===== config.mk =====
export PLATFORM = sky130hd
export DESIGN_NAME = sync_fifo_ram
export DESIGN_NICKNAME = d
export VERILOG_FILES = /design/src/rtl/sync_fifo_ram.sv
export SDC_FILE = /design/constraint.sdc
export NUM_CORES = 1
export LEC_CHECK = 0
export ABC_AREA = 0
export CORE_MARGIN = 2
export CORE_UTILIZATION = 59
export CTS_CLUSTER_SIZE = 25
export DETAILED_ROUTE_END_ITERATION = 8
export PLACE_DENSITY = 0.79
export SETUP_SLACK_MARGIN = 0.02
export SKIP_LAST_GASP = 1
export SYNTH_ARGS = -nofsm -noshare
export SYNTH_HDL_FRONTEND = slang
export SYNTH_SLANG_ARGS = --single-unit

===== constraint.sdc =====
create_clock -name clk -period 3.7 [get_ports clk]
set_input_delay 0.74 -clock clk [delete_from_list [all_inputs] [get_ports clk]]
set_output_delay 0.74 -clock clk [all_outputs]
set_load 0.05 [all_outputs]

===== src/rtl/sync_fifo_ram.sv =====
// Synchronous FIFO over a DEPTH x WIDTH register array with a registered read port.
// Optional sticky overflow/underflow flags are enabled by SYNC_FIFO_RAM_ERR_FLAGS_EN.
module sync_fifo_ram #(
  parameter int WIDTH     = 8,
  parameter int DEPTH     = 16,
  parameter int ADDR_SIZE = 4,
  parameter int AF_LEVEL  = 14,
  parameter int AE_LEVEL  = 2
) (
  input  logic                 clk,
  input  logic                 reset_n,
  input  logic                 clr,
  input  logic                 we,
  input  logic                 re,
  input  logic [WIDTH-1:0]     din,
  output logic [WIDTH-1:0]     dout,
  output logic                 rd_valid,
  output logic                 full,
  output logic                 empty,
  output logic                 almost_full,
  output logic                 almost_empty,
  output logic [ADDR_SIZE:0]   count,
  output logic                 overflow,
  output logic                 underflow
);

  localparam logic [ADDR_SIZE:0]   CNT_FULL = DEPTH[ADDR_SIZE:0];
  localparam logic [ADDR_SIZE:0]   CNT_AF   = AF_LEVEL[ADDR_SIZE:0];
  localparam logic [ADDR_SIZE:0]   CNT_AE   = AE_LEVEL[ADDR_SIZE:0];
  localparam logic [ADDR_SIZE:0]   CNT_ONE  = 1;
  localparam logic [ADDR_SIZE-1:0] PTR_ONE  = 1;

  logic [WIDTH-1:0]     mem [DEPTH];
  logic [ADDR_SIZE-1:0] wr_ptr;
  logic [ADDR_SIZE-1:0] rd_ptr;
  logic                 wr_ok;
  logic                 rd_ok;

  // Status is decoded from the registered count only, never from we/re.
  always_comb begin
    full         = (count == CNT_FULL);
    empty        = (count == '0);
    almost_full  = (count >= CNT_AF);
    almost_empty = (count <= CNT_AE);
  end

  always_comb begin
    wr_ok = we && !full  && !clr;
    rd_ok = re && !empty && !clr;
  end

  always_ff @(posedge clk) begin
    if (wr_ok) begin
      mem[wr_ptr] <= din;
    end
  end

  always_ff @(posedge clk or negedge reset_n) begin
    if (!reset_n) begin
      wr_ptr   <= '0;
      rd_ptr   <= '0;
      count    <= '0;
      rd_valid <= 1'b0;
      dout     <= '0;
    end else if (clr) begin
      wr_ptr   <= '0;
      rd_ptr   <= '0;
      count    <= '0;
      rd_valid <= 1'b0;
    end else begin
      rd_valid <= rd_ok;
      if (wr_ok) begin
        wr_ptr <= wr_ptr + PTR_ONE;
      end
      if (rd_ok) begin
        dout   <= mem[rd_ptr];
        rd_ptr <= rd_ptr + PTR_ONE;
      end
      if (wr_ok && !rd_ok) begin
        count <= count + CNT_ONE;
      end else if (rd_ok && !wr_ok) begin
        count <= count - CNT_ONE;
      end
    end
  end

`ifdef SYNC_FIFO_RAM_ERR_FLAGS_EN
  // Flags see raw requests against the pre-edge status; clr wins over a same-edge set.
  always_ff @(posedge clk or negedge reset_n) begin
    if (!reset_n) begin
      overflow  <= 1'b0;
      underflow <= 1'b0;
    end else if (clr) begin
      overflow  <= 1'b0;
      underflow <= 1'b0;
    end else begin
      if (we && full) begin
        overflow <= 1'b1;
      end
      if (re && empty) begin
        underflow <= 1'b1;
      end
    end
  end
`else
  assign overflow  = 1'b0;
  assign underflow = 1'b0;
`endif

endmodule

==> flow_metrics.tcl <==
set metrics [dict create \
    drive_above_1_share_pct 22.3 \
    dp_cells 499 \
    placement.setup.worst_slack_ns 0.451 \
    crit_path_end_kind "output port" \
    finalWeightedCongestion 0.806 \
    synthDistinctLibCells 35 \
    ctsLongestPathBuffers 2 \
    holdCritPathClass "reg -> reg" \
    synthesized_area_fraction_occupied_by_ao_oa_aoi_and_oai_cells_pct 3.03 \
    synth.yosys.seq_area_share_pct 71.8 \
    ys_dominant_reg_cell "sky130_fd_sc_hd__edfxtp_1" \
    final_wirelength_mm 12.1 \
    largest_family_of_logic_cells_by_synthesized_area "multiplexers" \
    netlist_top_cells_area "sky130_fd_sc_hd__edfxtp_1 63%, sky130_fd_sc_hd__mux4_2 12%, sky130_fd_sc_hd__dfrtp_1 9.0%" \
    total_non_filler_cell_area_in_the_finished_layout_mm2 0.00721 \
    synthDominantCellAreaShare_pct 62.8 \
    congestion_overflow_gr 0 \
    timing.final.crit_period_ns 3.31 \
    antennaDiodeCount 0 \
    starting_utilization_of_the_core_area_pct 60.1 \
    grt_setup_unrepaired "false" \
    detail_route.iter0.violations 308 \
    die_x_um 106 \
    placed_cell_area_mm2 0.00666 \
    grt_util_all_layers_pct 24.3 \
    port_buffer_cells 30 \
    power_per_cell_area_mw_per_mm2 662 \
    number_of_buffers_added_by_the_clock_tree_synthesis_step 17 \
    cts-hold-fix-buffers 0 \
    maximum_capacitance_violations 0 \
    detail_route.wl_per_cell_um 22.8 \
    run_status "finished, final reports clean" \
    dp.final_hpwl_mm 7.36 \
    fmax_mhz 302 \
    maxSlewViolCount 0 \
    synth.ff_latch_count 150 \
    maximum_fanout_count_along_the_critical_path 10 \
    routed-via-count 3213 \
    instances_no_fill 531 \
    worst_relative_slew_slack_pct 27.4 \
    drt_drc_violations_left 0 \
    height_of_the_die_um 106 \
    cts_root_buf "sky130_fd_sc_hd__clkbuf_8" \
    synth-xor-area-share_pct 1.60 \
    synth_top_area_cell "sky130_fd_sc_hd__edfxtp_1" \
    detailedRoute.firstPassIterationCount 5 \
    first_global_vias 3340 \
    fin_total_pwr_mw 4.78 \
    finalSetupTns_ns 0 \
    hold_violations 0 \
    initial_antenna_violation_count 0 \
    synth_adder_area_share_pct 2.17 \
    cts.sink_count 150 \
    synth_simple_gate_area_share_pct 4.99 \
    category_of_the_worst_setup_path_launch_point "register" \
    post_synth_edffs 128 \
    ant_nets 0 \
    fp-row-count 37 \
    timing.final.crit_share_pct 89.5 \
    design.portCount 33 \
    design.core.area_mm2 0.0102 \
    clk_transition_reported_paths_ns 0.06 \
    critical_path_type "reg -> out" \
    timing_worst_slew_pin_value_ns 1.08 \
    post-cts-setup-buffer-count 0 \
    grt_first_pass_wirelength_mm 19.2 \
    cts_resized 0 \
    yosys-mux-area-fraction_pct 14.7 \
    yosysWarnings 0 \
    p_leak_nw 2.42 \
    cp_data_required_time_ns 2.96 \
    syn-cell-area_mm2 0.00612 \
    finClkSkew_ns 0.00602 \
    htreeDepth 4 \
    worstSkewPairLatency_ns 0.52 \
    maximum_number_of_pins_on_one_net_before_global_route_repair 23 \
    via_to_cell_ratio 6.05 \
    finalNetCount 405 \
    fp.dieArea_mm2 0.0112 \
    clock_tree_from_tritoncts "done" \
    layout-area-overhead-vs-synth_pct 17.9 \
    syn_area_cell_um2 18.6 \
    timing.critical_path.arrival_ns 2.57 \
    post_syn_instances 329 \
    postLayoutSetupSlackWorst_ns 0.390 \
    proportion_of_synthesized_flip_flops_having_asynchronous_set_or_reset_pct 14.7 \
    setup_viol_count_final 0 \
    ir_drop_v 0.000491 \
]
## synthesized netlist by cell type (2+ instances only)
library cell / number
sky130_fd_sc_hd__nand2b_1: 2
sky130_fd_sc_hd__or3_4: 2
sky130_fd_sc_hd__xor2_1: 5
sky130_fd_sc_hd__nand2_1: 21
sky130_fd_sc_hd__a21o_1: 2
sky130_fd_sc_hd__inv_1: 4
sky130_fd_sc_hd__buf_4: 4
sky130_fd_sc_hd__nor3_1: 6
sky130_fd_sc_hd__edfxtp_1: 128
sky130_fd_sc_hd__mux2i_1: 18
sky130_fd_sc_hd__ha_1: 9
sky130_fd_sc_hd__buf_2: 4
sky130_fd_sc_hd__nand3_1: 4
sky130_fd_sc_hd__mux4_2: 32
sky130_fd_sc_hd__clkbuf_1: 8
sky130_fd_sc_hd__o221ai_1: 8
sky130_fd_sc_hd__dfrtp_1: 22
sky130_fd_sc_hd__xnor2_1: 3
sky130_fd_sc_hd__nor2_1: 26
sky130_fd_sc_hd__nand4_1: 2
sky130_fd_sc_hd__a21oi_1: 5
## path summary, 6_finish.rpt
check,cells after the start,from,end,slack (ns)
setup reg to reg,10,count[1],count[4],0.67
setup / recovery,3,count[1],full,0.39
max in group asynchronous,1,reset_n,rd_ptr[2],2.17
hold reg to reg,2,dout[6],dout[6],0.51
min in group asynchronous,1,reset_n,wr_ptr[0],0.81
hold / removal,2,dout[6],dout[6],0.51
## sequential cells by signal, indices dropped and copies added (netlist names)
name	count
mem	128
count	5
rd_valid	1
rd_ptr	4
dout	8
wr_ptr	4
## logic make-up (layout without fill, tap and decap cells)
logic type      count (synthesis)  count (layout)
fa+ha+maj                      10              10
xor+xnor                        9               9
mux                            50              50
simple gates                   67              67
compound gates                 21              21
other cells                     1               2
flops                         150             150
buf+inv                        21              86
## per-stage QoR
stage                     utilization (%)  hold slack (ns)
after global placement               65.4            0.480
after floorplan                         -            0.444
final                                70.8            0.508
after global routing                 70.8            0.551
after detailed placement             65.4            0.494
after CTS                            70.8            0.507
## worst max-delay path, stage by stage, from the launching register on
cell,delay [ns]
sky130_fd_sc_hd__dfrtp_1,0.53
sky130_fd_sc_hd__or4_4,0.61
sky130_fd_sc_hd__nor2_1,0.11
sky130_fd_sc_hd__clkdlybuf4s50_1,0.80
## placed cells by master (no fill, tap or decap), types with 2 or more instances in the layout
master / n
sky130_fd_sc_hd__conb_1: 2
sky130_fd_sc_hd__clkdlybuf4s50_1: 30
sky130_fd_sc_hd__edfxtp_1: 128
sky130_fd_sc_hd__buf_4: 20
sky130_fd_sc_hd__a21o_1: 2
sky130_fd_sc_hd__xor2_1: 5
sky130_fd_sc_hd__nand4_1: 2
sky130_fd_sc_hd__bufinv_16: 2
sky130_fd_sc_hd__inv_1: 4
sky130_fd_sc_hd__a21oi_1: 5
sky130_fd_sc_hd__or3_4: 2
sky130_fd_sc_hd__mux2i_1: 18
sky130_fd_sc_hd__xnor2_1: 3
sky130_fd_sc_hd__clkinv_2: 3
sky130_fd_sc_hd__nand2_1: 21
sky130_fd_sc_hd__o221ai_1: 8
sky130_fd_sc_hd__inv_6: 3
sky130_fd_sc_hd__dfrtp_1: 21
sky130_fd_sc_hd__nor3_1: 6
sky130_fd_sc_hd__mux4_2: 32
sky130_fd_sc_hd__nand2b_1: 2
sky130_fd_sc_hd__ha_1: 9
sky130_fd_sc_hd__clkbuf_1: 4
sky130_fd_sc_hd__nor2_1: 26
sky130_fd_sc_hd__clkbuf_16: 16
sky130_fd_sc_hd__nand3_1: 4
## where the power goes
group          total, mW  internal, mW  switching [mW]
combinational       1.09         0.425           0.661
sequential          2.08          1.94           0.143
clock               1.61         0.961           0.651
## metal layers
layer	wire [µm]	up-vias	track usage (%)
met5	0	-	0
met4	189	0	7.71
met3	884	14	7.73
met2	6480	146	39.8
met1	4550	1653	31.4
li1	-	1400	-
## area by class of cell
cell class | instances | area [µm²]
sequential | 150 | 4400
fill | 619 | 2970
multi-input combinational | 159 | 1630
timing repair buffer | 50 | 450
clock buffer | 21 | 429
tap | 136 | 170
clock inverter | 11 | 121
inverter | 4 | 15.0
Power figures use the tool's default switching activity.
